===== config.mk =====
export PLATFORM = sky130hd
export DESIGN_NAME = spu_sequencer_flat
export DESIGN_NICKNAME = d
export VERILOG_FILES = /design/src/rtl/spu_sequencer_pkg.sv /design/src/rtl/spu_sequencer_if.sv /design/src/rtl/spu_cmd_fifo.sv /design/src/rtl/spu_sequencer.sv /design/src/flat_wrapper.sv
export SDC_FILE = /design/constraint.sdc
export NUM_CORES = 1
export LEC_CHECK = 0
export BUFFER_PORTS_ARGS = -buffer_cell sky130_fd_sc_hd__buf_2
export CAP_MARGIN = 20
export CORE_ASPECT_RATIO = 1.5
export CORE_MARGIN = 1.5
export CORE_UTILIZATION = 35
export CTS_CLUSTER_DIAMETER = 150
export DETAILED_ROUTE_END_ITERATION = 7
export PLACE_DENSITY = 0.62
export RECOVER_POWER = 100
export SLEW_MARGIN = 0
export SYNTH_ARGS = -nofsm -noshare
export SYNTH_HDL_FRONTEND = slang
export SYNTH_SLANG_ARGS = --single-unit

===== constraint.sdc =====
create_clock -name clk -period 8.6 [get_ports clk]
set_clock_uncertainty 0.15 [all_clocks]
set_input_delay 1.72 -clock clk [delete_from_list [all_inputs] [get_ports clk]]
set_output_delay 1.72 -clock clk [all_outputs]
set_load 0.02 [all_outputs]

===== src/rtl/spu_sequencer_pkg.sv =====
// spu_sequencer_pkg: shared SPU constants, FSM state enum and queued command layout.
package spu_sequencer_pkg;
    localparam logic [15:0] SPU_BASE = 16'hFF10;
    localparam logic [5:0]  MAX_OFF  = 6'h2F;
    localparam logic [5:0]  OFF_NR52 = 6'h16;
    typedef enum logic [1:0] {IDLE, LOAD, WAIT, ISSUE} state_t;
    typedef struct packed {
        logic [7:0] delay;
        logic [5:0] rg;
        logic [7:0] data;
    } cmd_t;
endpackage


===== src/rtl/spu_sequencer_if.sv =====
// spu_sequencer_if: CPU request, command push and arbitrated SPU bus signals.
// master drives cpu_* and cmd_* and observes cmd_ready and spu_*; slave is the sequencer side.
interface spu_sequencer_if;
    logic [15:0] cpu_addr;
    logic [7:0]  cpu_data;
    logic        cpu_read;
    logic        cpu_write;
    logic        cmd_valid;
    logic        cmd_ready;
    logic [7:0]  cmd_delay;
    logic [5:0]  cmd_reg;
    logic [7:0]  cmd_data;
    logic [15:0] spu_addr;
    logic [7:0]  spu_data;
    logic        spu_read;
    logic        spu_write;
    modport master (
        output cpu_addr, cpu_data, cpu_read, cpu_write, cmd_valid, cmd_delay, cmd_reg, cmd_data,
        input  cmd_ready, spu_addr, spu_data, spu_read, spu_write
    );
    modport slave (
        input  cpu_addr, cpu_data, cpu_read, cpu_write, cmd_valid, cmd_delay, cmd_reg, cmd_data,
        output cmd_ready, spu_addr, spu_data, spu_read, spu_write
    );
endinterface


===== src/rtl/spu_cmd_fifo.sv =====
// spu_cmd_fifo: DEPTH-entry command FIFO with flush.
// Ports: i_push/i_pop/i_flush control, i_din pushed entry, o_dout head entry,
// o_count occupancy, o_full/o_empty status. Push while full and pop while empty are ignored.
module spu_cmd_fifo
    import spu_sequencer_pkg::*;
#(
    parameter int DEPTH = 8
) (
    input  logic       clk,
    input  logic       rst,
    input  logic       i_push,
    input  logic       i_pop,
    input  logic       i_flush,
    input  cmd_t       i_din,
    output cmd_t       o_dout,
    output logic [4:0] o_count,
    output logic       o_full,
    output logic       o_empty
);
    localparam int AW = $clog2(DEPTH);
    cmd_t          r_mem [DEPTH];
    logic [AW-1:0] r_wp;
    logic [AW-1:0] r_rp;
    logic [4:0]    r_count;
    logic          w_push;
    logic          w_pop;
    assign o_full  = r_count == 5'(DEPTH);
    assign o_empty = r_count == 5'd0;
    assign o_count = r_count;
    assign o_dout  = r_mem[r_rp];
    assign w_push  = i_push && !o_full;
    assign w_pop   = i_pop && !o_empty;
    always_ff @(posedge clk) begin
        if (rst || i_flush) begin
            r_wp    <= '0;
            r_rp    <= '0;
            r_count <= '0;
        end else begin
            if (w_push) r_wp <= r_wp + 1'b1;
            if (w_pop) r_rp <= r_rp + 1'b1;
            r_count <= r_count + 5'(w_push) - 5'(w_pop);
        end
    end
    always_ff @(posedge clk) begin
        if (w_push && !i_flush) r_mem[r_wp] <= i_din;
    end
endmodule


===== src/rtl/spu_sequencer.sv =====
// spu_sequencer: queues delayed SPU register writes and arbitrates them behind CPU accesses.
// Ports: clk/rst; i_tphase T-phase index (divider advances on 2); i_flush discards queue and
// pending command; bus (slave) carries cpu_*, cmd_* and the arbitrated spu_* port;
// o_busy queue non-empty or sequencer active; o_count occupancy; o_err sticky illegal-command flag.
module spu_sequencer
    import spu_sequencer_pkg::*;
#(
    parameter int DEPTH    = 8,
    parameter int TICK_DIV = 8192
) (
    input  logic              clk,
    input  logic              rst,
    input  logic [7:0]        i_tphase,
    input  logic              i_flush,
    spu_sequencer_if.slave    bus,
    output logic              o_busy,
    output logic [4:0]        o_count,
    output logic              o_err
);
    localparam int DW = TICK_DIV > 1 ? $clog2(TICK_DIV) : 1;
    localparam logic [DW-1:0] DIV_MAX = DW'(TICK_DIV - 1);
    state_t        r_state;
    cmd_t          r_cmd;
    logic [7:0]    r_rem;
    logic [DW-1:0] r_div;
    logic          r_err;
    logic          w_cpu_req;
    logic          w_tick;
    logic          w_issue;
    logic          w_pwr_off;
    logic          w_flush_all;
    logic          w_full;
    logic          w_empty;
    cmd_t          w_head;
    assign w_cpu_req   = bus.cpu_read || bus.cpu_write;
    assign w_tick      = i_tphase == 8'd2 && r_div == DIV_MAX;
    // The queued write goes out only when the CPU leaves the bus and no flush cancels it.
    assign w_issue     = r_state == ISSUE && !w_cpu_req && !i_flush;
    // Powering the SPU off via FF26 bit 7 = 0 makes every queued command meaningless.
    assign w_pwr_off   = w_issue && r_cmd.rg == OFF_NR52 && !r_cmd.data[7];
    assign w_flush_all = i_flush || w_pwr_off;
    assign bus.cmd_ready = !w_full && !w_flush_all;
    assign bus.spu_read  = bus.cpu_read;
    assign bus.spu_write = w_cpu_req ? bus.cpu_write : w_issue;
    assign bus.spu_addr  = w_cpu_req ? bus.cpu_addr : w_issue ? SPU_BASE + {10'd0, r_cmd.rg} : 16'd0;
    assign bus.spu_data  = w_cpu_req ? bus.cpu_data : w_issue ? r_cmd.data : 8'd0;
    assign o_busy = !w_empty || r_state != IDLE;
    assign o_err  = r_err;
    spu_cmd_fifo #(.DEPTH(DEPTH)) u_fifo (
        .clk     (clk),
        .rst     (rst),
        .i_push  (bus.cmd_valid && bus.cmd_ready),
        .i_pop   (r_state == LOAD),
        .i_flush (w_flush_all),
        .i_din   (cmd_t'({bus.cmd_delay, bus.cmd_reg, bus.cmd_data})),
        .o_dout  (w_head),
        .o_count (o_count),
        .o_full  (w_full),
        .o_empty (w_empty)
    );
    always_ff @(posedge clk) begin
        if (rst) begin
            r_state <= IDLE;
            r_cmd   <= '0;
            r_rem   <= '0;
            r_div   <= '0;
            r_err   <= 1'b0;
        end else begin
            if (i_tphase == 8'd2) r_div <= r_div == DIV_MAX ? '0 : r_div + 1'b1;
            if (i_flush) begin
                r_state <= IDLE;
            end else begin
                case (r_state)
                    IDLE: if (!w_empty) r_state <= LOAD;
                    LOAD: begin
                        r_cmd <= w_head;
                        r_rem <= w_head.delay;
                        if (w_head.rg > MAX_OFF) begin
                            r_err   <= 1'b1;
                            r_state <= IDLE;
                        end else begin
                            r_state <= w_head.delay == 8'd0 ? ISSUE : WAIT;
                        end
                    end
                    WAIT: if (w_tick) begin
                        r_rem <= r_rem - 8'd1;
                        if (r_rem == 8'd1) r_state <= ISSUE;
                    end
                    ISSUE: if (!w_cpu_req) r_state <= IDLE;
                endcase
            end
        end
    end
endmodule


===== src/flat_wrapper.sv =====
// flat-port wrapper written by rule: the top's interface ports become plain ports
module spu_sequencer_flat import spu_sequencer_pkg::*;
#(
    parameter int DEPTH    = 8,
    parameter int TICK_DIV = 8192
)
  (clk, rst, i_tphase, i_flush, o_busy, o_count, o_err, bus_cpu_addr, bus_cpu_data, bus_cpu_read, bus_cpu_write, bus_cmd_valid, bus_cmd_delay, bus_cmd_reg, bus_cmd_data, bus_cmd_ready, bus_spu_addr, bus_spu_data, bus_spu_read, bus_spu_write);
  spu_sequencer_if bus_i ();
  input  logic clk;
  input  logic rst;
  input  logic [7:0] i_tphase;
  input  logic i_flush;
  output logic o_busy;
  output logic [4:0] o_count;
  output logic o_err;
  input wire logic [$bits(bus_i.cpu_addr)-1:0] bus_cpu_addr;
  input wire logic [$bits(bus_i.cpu_data)-1:0] bus_cpu_data;
  input wire logic [$bits(bus_i.cpu_read)-1:0] bus_cpu_read;
  input wire logic [$bits(bus_i.cpu_write)-1:0] bus_cpu_write;
  input wire logic [$bits(bus_i.cmd_valid)-1:0] bus_cmd_valid;
  input wire logic [$bits(bus_i.cmd_delay)-1:0] bus_cmd_delay;
  input wire logic [$bits(bus_i.cmd_reg)-1:0] bus_cmd_reg;
  input wire logic [$bits(bus_i.cmd_data)-1:0] bus_cmd_data;
  output wire logic [$bits(bus_i.cmd_ready)-1:0] bus_cmd_ready;
  output wire logic [$bits(bus_i.spu_addr)-1:0] bus_spu_addr;
  output wire logic [$bits(bus_i.spu_data)-1:0] bus_spu_data;
  output wire logic [$bits(bus_i.spu_read)-1:0] bus_spu_read;
  output wire logic [$bits(bus_i.spu_write)-1:0] bus_spu_write;
  assign bus_i.cpu_addr = bus_cpu_addr;
  assign bus_i.cpu_data = bus_cpu_data;
  assign bus_i.cpu_read = bus_cpu_read;
  assign bus_i.cpu_write = bus_cpu_write;
  assign bus_i.cmd_valid = bus_cmd_valid;
  assign bus_i.cmd_delay = bus_cmd_delay;
  assign bus_i.cmd_reg = bus_cmd_reg;
  assign bus_i.cmd_data = bus_cmd_data;
  assign bus_cmd_ready = bus_i.cmd_ready;
  assign bus_spu_addr = bus_i.spu_addr;
  assign bus_spu_data = bus_i.spu_data;
  assign bus_spu_read = bus_i.spu_read;
  assign bus_spu_write = bus_i.spu_write;
  spu_sequencer #(.DEPTH(DEPTH), .TICK_DIV(TICK_DIV)) u_core (.clk(clk), .rst(rst), .i_tphase(i_tphase), .i_flush(i_flush), .bus(bus_i), .o_busy(o_busy), .o_count(o_count), .o_err(o_err));
endmodule

; ---- After elaboration in Yosys (flattened, before gate mapping)
; Memory sizes are Yosys's and may differ from the RTL's. A register that Yosys moved wholly into a read port is not among the register bits.
; Cells that the tools add are included.
[word_totals]
register_bits = 49
ramBits = 176
in_bits = 60
output_inout_bits = 34
word_cells = 80
n_memories = 1
[mem_list]
columns = memory, words, width, read_ports, rd_ports_with_merged_regs, write_ports, line_no
row1 = u_core.u_fifo.r_mem, 8, 22, 1, 1, 1, spu_cmd_fifo.sv:21  ; cmd_t r_mem [DEPTH];
[classes]
add_sub_neg = 7
order_cmp = 1
eq_ne = 12
mux = 19
bitwise = 1
reduce_logical = 30
[op_table]
columns = op, count
row1 = 16-bit two-way mux, 2
row2 = 8-bit two-way mux, 3
row3 = 8-bit case mux with 2 select lines, 1
row4 = 13-bit by 1-bit adder with 13-bit output (second input constant), 1
row5 = 13-bit == test (second input constant), 1
row6 = 13-bit two-way mux, 1
row7 = 9-bit by 7-bit adder with 10-bit output (first input constant), 1
row8 = 1-bit logical AND, 10
row9 = 2-bit two-way mux, 5
row10 = 8-bit by 1-bit == test with 1-bit output (second input constant), 1
row11 = 8-bit by 2-bit == test with 1-bit output (second input constant), 1
row12 = 8-bit zero test, 1
row13 = 2-bit case mux with 4 select lines, 1
row14 = 8-bit by 1-bit subtractor with 8-bit output (second input constant), 1
row15 = 3-bit by 1-bit adder with 3-bit output (second input constant), 2
row16 = 6-bit by 5-bit == test with 1-bit output (second input constant), 1
row17 = 6-bit greater-than comparator (second input constant), 1
row18 = 1-bit zero test, 6
row19 = 3-bit two-way mux, 2
row20 = 3-bit AND reduction, 2
row21 = 5-bit by 1-bit adder with 5-bit output, 1
row22 = 5-bit by 4-bit == test with 1-bit output (second input constant), 1
row23 = 5-bit zero test, 1
row24 = 5-bit by 1-bit subtractor with 5-bit output, 1
row25 = 12 further kinds, 22

; ---- Longest topological paths before layout
; Gate-level depths: netlist of the first run.
[logic_depth]
depth_word = 14
ltp_mapped = 14
depth_no_buf = 14

; ---- Hierarchy
; A second synthesis of the first run with hierarchy kept.
[hier_totals]
cells_unflattened = 635
area_unflattened_um2 = 9779.4
[modules_own_cells]
columns = mod, n_inst, cells_each, area_per_inst_um2, seq_area_each_um2
row1 = spu_cmd_fifo, 1, 343, 7566.0, 5565.3
row2 = spu_sequencer, 1, 292, 2213.4, 760.7

; ---- Worst setup path after synthesis of the first run
; OpenSTA, ideal clock, no wires.
[synth_timing]
path_type = input -> register
startpoint = in i_flush
endpoint = mem u_core.u_fifo.r_mem[1][0] in the netlist's numbering (enable)
setup_time_ns = 0.465
arrival_time_ns = 4.695
t_required_ns = 7.985
path_slack_ns = 3.290
path_stages = 4
n_path_buf = 1
path_cell_list = buf_2 > a21oi_1 > o211ai_2 > nor4b_1
[synth_between]
elab_chain_len = 12
[synth_rtl]
columns = item, line_no
row1 = from (decl), flat_wrapper.sv:12  ; input logic i_flush;
row2 = 1-bit zero test, spu_sequencer.sv:38  ; assign w_issue = r_state == ISSUE && !w_cpu_req && !i_flush;
row3 = 1-bit logical AND, spu_sequencer.sv:38
row4 = 1-bit logical AND (2 in series), spu_sequencer.sv:40  ; assign w_pwr_off = w_issue && r_cmd.rg == OFF_NR52 && !r_cmd.data[7];
row5 = 1-bit logical OR (*), spu_sequencer.sv:41  ; assign w_flush_all = i_flush || w_pwr_off;
row6 = 1-bit zero test (*), "spu_cmd_fifo.sv:45, spu_sequencer.sv:42"
row7 = 1-bit logical AND, spu_sequencer.sv:42  ; assign bus.cmd_ready = !w_full && !w_flush_all;
row8 = 1-bit logical AND, spu_sequencer.sv:52  ; .i_push (bus.cmd_valid && bus.cmd_ready),
row9 = 1-bit logical AND, spu_cmd_fifo.sv:31  ; assign w_push = i_push && !o_full;
row10 = 1-bit logical AND (*), spu_cmd_fifo.sv:45  ; if (w_push && !i_flush) r_mem[r_wp] <= i_din;
row11 = 1-bit two-way mux (*), spu_cmd_fifo.sv:45
row12 = 1-bit two-way mux (implied by the code) (*), spu_cmd_fifo.sv:45
row13 = to (decl), spu_cmd_fifo.sv:21
; Mark *: on every way between the ends. The rest lies on a longest branch, timed or not.

; ---- Worst setup path after layout of the first run
[layout_timing]
startpoint = in bus_cpu_write
endpoint = out bus_spu_addr[4]
[layout_between]
elab_chain_len = 6
[layout_rtl]
columns = item, line_no
row1 = from (decl), flat_wrapper.sv:19  ; input wire logic [$bits(bus_i.cpu_write)-1:0] bus_cpu_write;
row2 = 1-bit logical OR (*), spu_sequencer.sv:35  ; assign w_cpu_req = bus.cpu_read || bus.cpu_write;
row3 = 1-bit zero test, spu_sequencer.sv:38
row4 = 1-bit logical AND (2 in series), spu_sequencer.sv:38
row5 = 16-bit two-way mux, spu_sequencer.sv:45  ; assign bus.spu_addr = w_cpu_req ? bus.cpu_addr : w_issue ? SPU_BASE + {10'd0, r_cmd.rg} : 16'd0;
row6 = 16-bit two-way mux (*), spu_sequencer.sv:45
row7 = to (decl), flat_wrapper.sv:25  ; output wire logic [$bits(bus_i.spu_addr)-1:0] bus_spu_addr;
; Marks and branches as above.

==> impl_metrics.toml, run 1 <==
[route]
vias_per_cell = 5.10
vias = 5387
drc = 0
routedWlPerCell_um = 18.6
drt_iter0_drc = 244
firstDrtPassIters = 4
ant_nets = 0
wl_um = 19700

[yosys]
synth-xor-area-share_pct = 1.30
synth_warnings = 0
yosysTopAreaCell = "edfxtp_1"
synth_edf_count = 176
synth.top_cell.area_share_pct = 56.1
synth_fp_nets = 680
synth.most_common_cell = "edfxtp_1"
synth-seq-cells = 228
synth_top_family_by_area = "multiplexers"
synth_mux_area_share_pct = 13.1
syn_inst = 605
synth_cell_type_count = 54
ys_top_cells_by_count = "edfxtp_1 (176), dfxtp_1 (52), nor2_1 (47)"
ys_async_sr_fraction_pct = 0
seq_area_frac_synth_pct = 67.1
synthFlopType = "edfxtp_1"
synth-compound-area-share_pct = 5.54
synthSimpleGateAreaFrac_pct = 8.33
avgSynthCellArea_um2 = 15.6
syn_area_mm2 = 0.00942
synth_adder_area_share_pct = 2.07
synthTopCellsByArea = "edfxtp_1 (56%), dfxtp_1 (11%), mux4_2 (11%)"

[finish]
nets = 779
drive_gt1_share_pct = 16.8
fill_cells = 2466
antennaDiodeCount = 0
fin_area_mm2 = 0.0108
fin_cells = 1056
area_growth_pct = 14.8

[sta]
slew_headroom_pct = -139
hold_viol = 0
finalSetupViolCount = 0
fin_crit_ns = 5.65
report.final.slew_viol_count = 252
fmax_ghz = 0.177
fin_crit_sh_pct = 65.7
tightest_slew_ns = 3.59
setup_tns_ns = 0
rsz0062_at_grt = "false"

[floorplan]
dieHeight_um = 204
num_rows = 73
fp.coreArea_mm2 = 0.0265
io_pins = 94
start_util_pct = 35.6
die_w_um = 137
die_area_mm2 = 0.0279

[setup_path]
cp_num_buf_inv = 3
path_max_fanout = 15
crit_type = "input port to output pin"
path_cells = "clkbuf_1, nor3b_1, and3b_1, clkinv_1, o21ai_0, clkbuf_1"
crit_family = "simple AND/OR/NAND/NOR gates"
cp.depth = 6
cp-end-kind = "output pin"
cp_data_arrival_time_ns = 3.78
critical_path.most_common_cell = "clkbuf_1"
start_kind = "input port"
r2r_cells = 6
slowest_delay_ns = 0.69
worstPathRequired_ns = 6.73
slowest_stage = "and3b_1"

[power_and_ir_drop]
p_int_w = 0.00177
power_w = 0.00221
powerDensity_mw_per_mm2 = 204
irDropWorstVdd_mv = 0.128
swShare_pct = 20.1
p_clk_share_pct = 42.0
power_frac_seq_pct = 54.2
p_switching_w = 0.000444
pwr-share-comb_pct = 3.8
p_leak_nw = 3.42

[global_routing]
antenna_found_initial = 0
track_usage_pct = 14.3
grt_pass1_vias = 5468
grt_start_max_net_pins = 42
grt_pass1_wl_um = 30300
grt-ovfl-total = 0

[clock_tree]
tritoncts = "built"
ctsResizeCount = 0
cts.sink_count = 228
cts_made_buffers = 23
clock_path_buffers = 3
path_clk_slew_ns = 0.06
cts_setup_buffers = 0
clk_latency_ns = 0.50
cts_max_level = 1
cts-root-buf = "clkbuf_16"
ctsHoldBuffers = 0

[hold_path]
whs_path_depth = 2
min_path_type = "flip-flop to flip-flop"

[outcome]
violations = "capacitance limit, slew limit"
status = "finished with violations"

[placement]
place_hpwl_um = 12000
io_buffers = 93
gp_congestion = 0.772
place_inst = 1016
dpl_cell_area_mm2 = 0.0103

[run]
drv_cap = 10
==> metrics by stage <==
stage / worst slack, ns / hold slack (ns) / util (%)
finish: 2.95 / 0.294 / 40.8
global route: 2.70 / 0.333 / 40.8
CTS: 3.01 / 0.298 / 41.4
detailed placement: 3.02 / 0.288 / 38.8
global placement: 3.09 / 0.284 / 38.8
floorplan: 3.29 / 0.276 / -
==> cells in the final DEF, fill, tap and decap left out, drive strengths merged, types with 4 or more instances in the layout <==
master and count:
edfxtp 176, clkbuf 99, dfxtp 52, nor2 47, mux4 44, nand2 37
buf 37, mux2i 24, a21oi 21, o21ai 18, inv 16, a211oi 16
ha 14, a22o 12, nor3 11, nand3 9, clkinv 9, xnor2 8
or3 6, xor2 6, nor4 6, nand4 5, nand2b 4, nand3b 4
nor4b 4, nor3b 4, or2 4, and2 4
==> final cells by class <==
| class | instances | area [um^2] | area share [%] |
|---|---|---|---|
| well taps | 337 | 422 | 3.90 |
| multi-input cells | 329 | 2860 | 26.4 |
| inverters | 17 | 63.8 | 0.590 |
| repair buffers | 105 | 445 | 4.12 |
| clock inverters | 9 | 63.8 | 0.590 |
| flip-flops and latches | 228 | 6330 | 58.5 |
| clock buffers | 31 | 636 | 5.88 |
==> power by group through the flow <==
| stage | Sequential (W) | Combinational [W] | Clock, W |
|---|---|---|---|
| finish | 0.00120 | 0.0000839 | 0.000929 |
| global route | 0.00120 | 0.0000942 | 0.000994 |
| CTS | 0.00120 | 0.0000903 | 0.000955 |
| detailed placement | 0.00122 | 0.0000900 | 0 |
| global placement | 0.00122 | 0.0000888 | 0 |
| floorplan | 0.00122 | 0.0000481 | 0 |
==> per-layer routing <==
metal  track usage [%]  part of all wire [%]  vias up
met5                 0                     0        -
li1                  -                     -     2531
met4              4.32                   2.3        0
met3              2.06                   6.4       31
met2              25.6                    51      170
met1              17.6                    40     2655
==> tightest hold or removal path, delay by kind of cell, from the launching register on <==
kind,cells,cell delay [ns]
AO/OA/AOI/OAI,1,0.05
buffers and inverters,1,0.05
flip-flops,1,0.31
==> logic make-up after synthesis <==
kind of cell / Yosys count
buffers and inverters: 48
muxes: 68
DFF: 228
adders and majority gates: 15
AOI/OAI and AO/OA: 79
xor gates and xnor gates: 14
and+or+nand+nor: 153
==> worst paths after layout <==
path / to / from / slack (ns)
setup reg to reg: flip-flop / flip-flop / 3.87
hold / removal: u_core.r_div[12] / u_core.r_div[12] / 0.29
setup / recovery: bus_spu_addr[4] / bus_cpu_write / 2.95
hold reg to reg: u_core.r_div[12] / u_core.r_div[12] / 0.29
==> state kept, by name, summed over array words and instances, names as in the netlist, named ones only <==
register / count
u_core.r_rem: 8
u_core.o_err: 1
u_core.u_fifo.r_mem: 176
u_core.u_fifo.o_count: 5
u_core.r_cmd: 14
u_core.r_div: 13
u_core.r_state: 1
u_core.u_fifo.r_wp: 3
u_core.u_fifo.r_rp: 3
Power figures use the tool's default switching activity.
==> inputs of run 2 (changes only) <==
clock period = 5.72 ns   (was 8.6 ns; I/O delays follow)
==> run 2 against run 1 <==
Against the previous run: the flow still finishes with violations (capacitance limit, slew limit); power rose by 60%; first-iteration DRC count grew 31%; cell count grew 0.19%; die area unchanged; core utilization grew 0.50 points; via count down 1.1%; flip-flop and latch count is the same; critical path depth is the same; clock power is 72% higher; design area rose by 1.2%; register-to-register slack got worse by 2.3 ns; sequential power rose by 50%; highest routed layer unchanged.
==> impl_metrics.toml, run 2 (synthesis gave the netlist of run 1 again) <==
[hold_path]
min_path_type = "flip-flop to flip-flop"
whs_path_depth = 2
hold_start = "u_core.r_div[12]"
holdPathEnd = "u_core.r_div[12]"

[sta]
setup_tns_ns = 0
fin_crit_sh_pct = 77.8
fin_crit_ns = 4.45
fmax_ghz = 0.225
finalSetupViolCount = 0
tightest_slew_ns = 1.73
slew_headroom_pct = -15.8
rsz0062_at_grt = "false"
hold_viol = 0
report.final.slew_viol_count = 236

[global_routing]
grt_start_max_net_pins = 37
antenna_found_initial = 0
grt-ovfl-total = 0
grt_pass1_vias = 5341
track_usage_pct = 14.3
grt_pass1_wl_um = 29800

[route]
routedWlPerCell_um = 18.5
wl_um = 19600
dr_wl_met3_um = 1380
highest_layer = "met4"
vias = 5328
drt_iter0_drc = 320
drc = 0
vias_per_cell = 5.04
met1_length_um = 7640
ant_nets = 0
met2_length_um = 10200
firstDrtPassIters = 4

[outcome]
violations = "capacitance limit, slew limit"
status = "finished with violations"

[finish]
area_growth_pct = 16.2
regArea_mm2 = 0.00633
largestRegisters = "u_core.u_fifo.r_mem (176), u_core.r_cmd (14), u_core.r_div (13)"
fin_cells = 1058
drive_gt1_share_pct = 18.0
fin_area_mm2 = 0.0110
final_common_cell = "edfxtp_1"
most-common-layout-cells = "edfxtp_1 (176), clkbuf_1 (69), dfxtp_1 (51), nor2_1 (45), mux4_2 (44)"
largest-register = "u_core.u_fifo.r_mem"
fill_cells = 2471
largest_register_ffs = 176
antennaDiodeCount = 0
multi_input_area_mm2 = 0.00287
nets = 779

[setup_path]
r2r_end = "u_core.r_state[0]"
critical_path.most_common_cell = "clkbuf_1"
path_max_fanout = 15
critPathLaunch = "bus_cpu_write"
r2r_cells = 6
slowest_delay_ns = 0.66
crit_type = "input port to output pin"
slowest_stage = "and3b_1"
r2r_slack_ns = 1.60
path_cells = "clkbuf_1, nor3b_1, and3b_1, clkinv_1, o21ai_0, clkbuf_1"
start_kind = "input port"
worstPathRequired_ns = 4.43
cp-end-kind = "output pin"
cp_data_arrival_time_ns = 3.16

[placement]
io_buffers = 93
dpl_cell_area_mm2 = 0.0103
place_hpwl_um = 12100
place_inst = 1016
gp_congestion = 0.804

[clock_tree]
tritoncts = "built"
cts_setup_buffers = 0
cts_max_level = 1
cts_made_buffers = 23
path_clk_slew_ns = 0.06
cts.sink_count = 228
clock_path_buffers = 3
ctsHoldBuffers = 0
ctsResizeCount = 0
cts-root-buf = "clkbuf_16"
clk_latency_ns = 0.50

[floorplan]
io_pins = 94
die_area_mm2 = 0.0279
num_rows = 73
dieHeight_um = 204
start_util_pct = 35.6
fp.coreArea_mm2 = 0.0265
die_w_um = 137

[power_and_ir_drop]
powerDensity_mw_per_mm2 = 323
irDropWorstVdd_mv = 0.229
p_leak_nw = 3.49
power_w = 0.00353

[run]
drv_cap = 10
[run 2: cell count changes in the layout (fill, tap and decap cells not counted), sizes merged]
| cell | delta |
|---|---|
| bufinv | +4 |
| clkbuf | -4 |
| buf | +1 |
| clkinv | -2 |
| clkinvlp | +2 |
| inv | +1 |
[run 2: power breakdown]
part | switching (W) | leakage, nW | internal (W)
combinational | 0.0000830 | 1.08 | 0.0000440
sequential | 0.00000682 | 2.01 | 0.00180
clock | 0.000601 | 0.402 | 0.00100
[run 2: cell type report]
class | instances | area share, %
repair buffers | 105 | 4.10
flip-flops and latches | 228 | 57.8
well taps | 337 | 3.85
multi-input cells | 329 | 26.2
inverters | 17 | 0.583
clock inverters | 14 | 1.82
clock buffers | 28 | 5.70
[run 2: critical path, delay by kind of cell]
kind                   cells  cell delay (ns)
buffers and inverters      3             0.77
AND/OR/NAND/NOR            2             0.96
AO/OA/AOI/OAI              1             0.28
[run 2: worst max path at each step]
| stage | endpoint | slack [ns] |
|---|---|---|
| after floorplan | u_core.u_fifo.r_mem[1][0] | 0.99 |
| after global placement | bus_spu_addr[4] | 1.37 |
| after detailed placement | bus_spu_addr[5] | 1.29 |
| after CTS | bus_spu_addr[5] | 1.29 |
| after global routing | u_core.r_state[0] | 1.01 |
| final | bus_spu_addr[5] | 1.27 |
[run 2: through the flow]
stage	hold slack, ns	setup slack, ns	utilization [%]
after floorplan	0.276	0.986	-
after global routing	0.320	1.01	41.3
after CTS	0.298	1.29	41.9
after global placement	0.285	1.37	38.8
final	0.296	1.27	41.3
after detailed placement	0.290	1.29	38.8
[run 2: routing by layer]
layer	track usage, %	up-vias
li1	-	2537
met1	17.0	2618
met2	26.7	148
met3	1.98	25
met4	3.46	0
met5	0	-
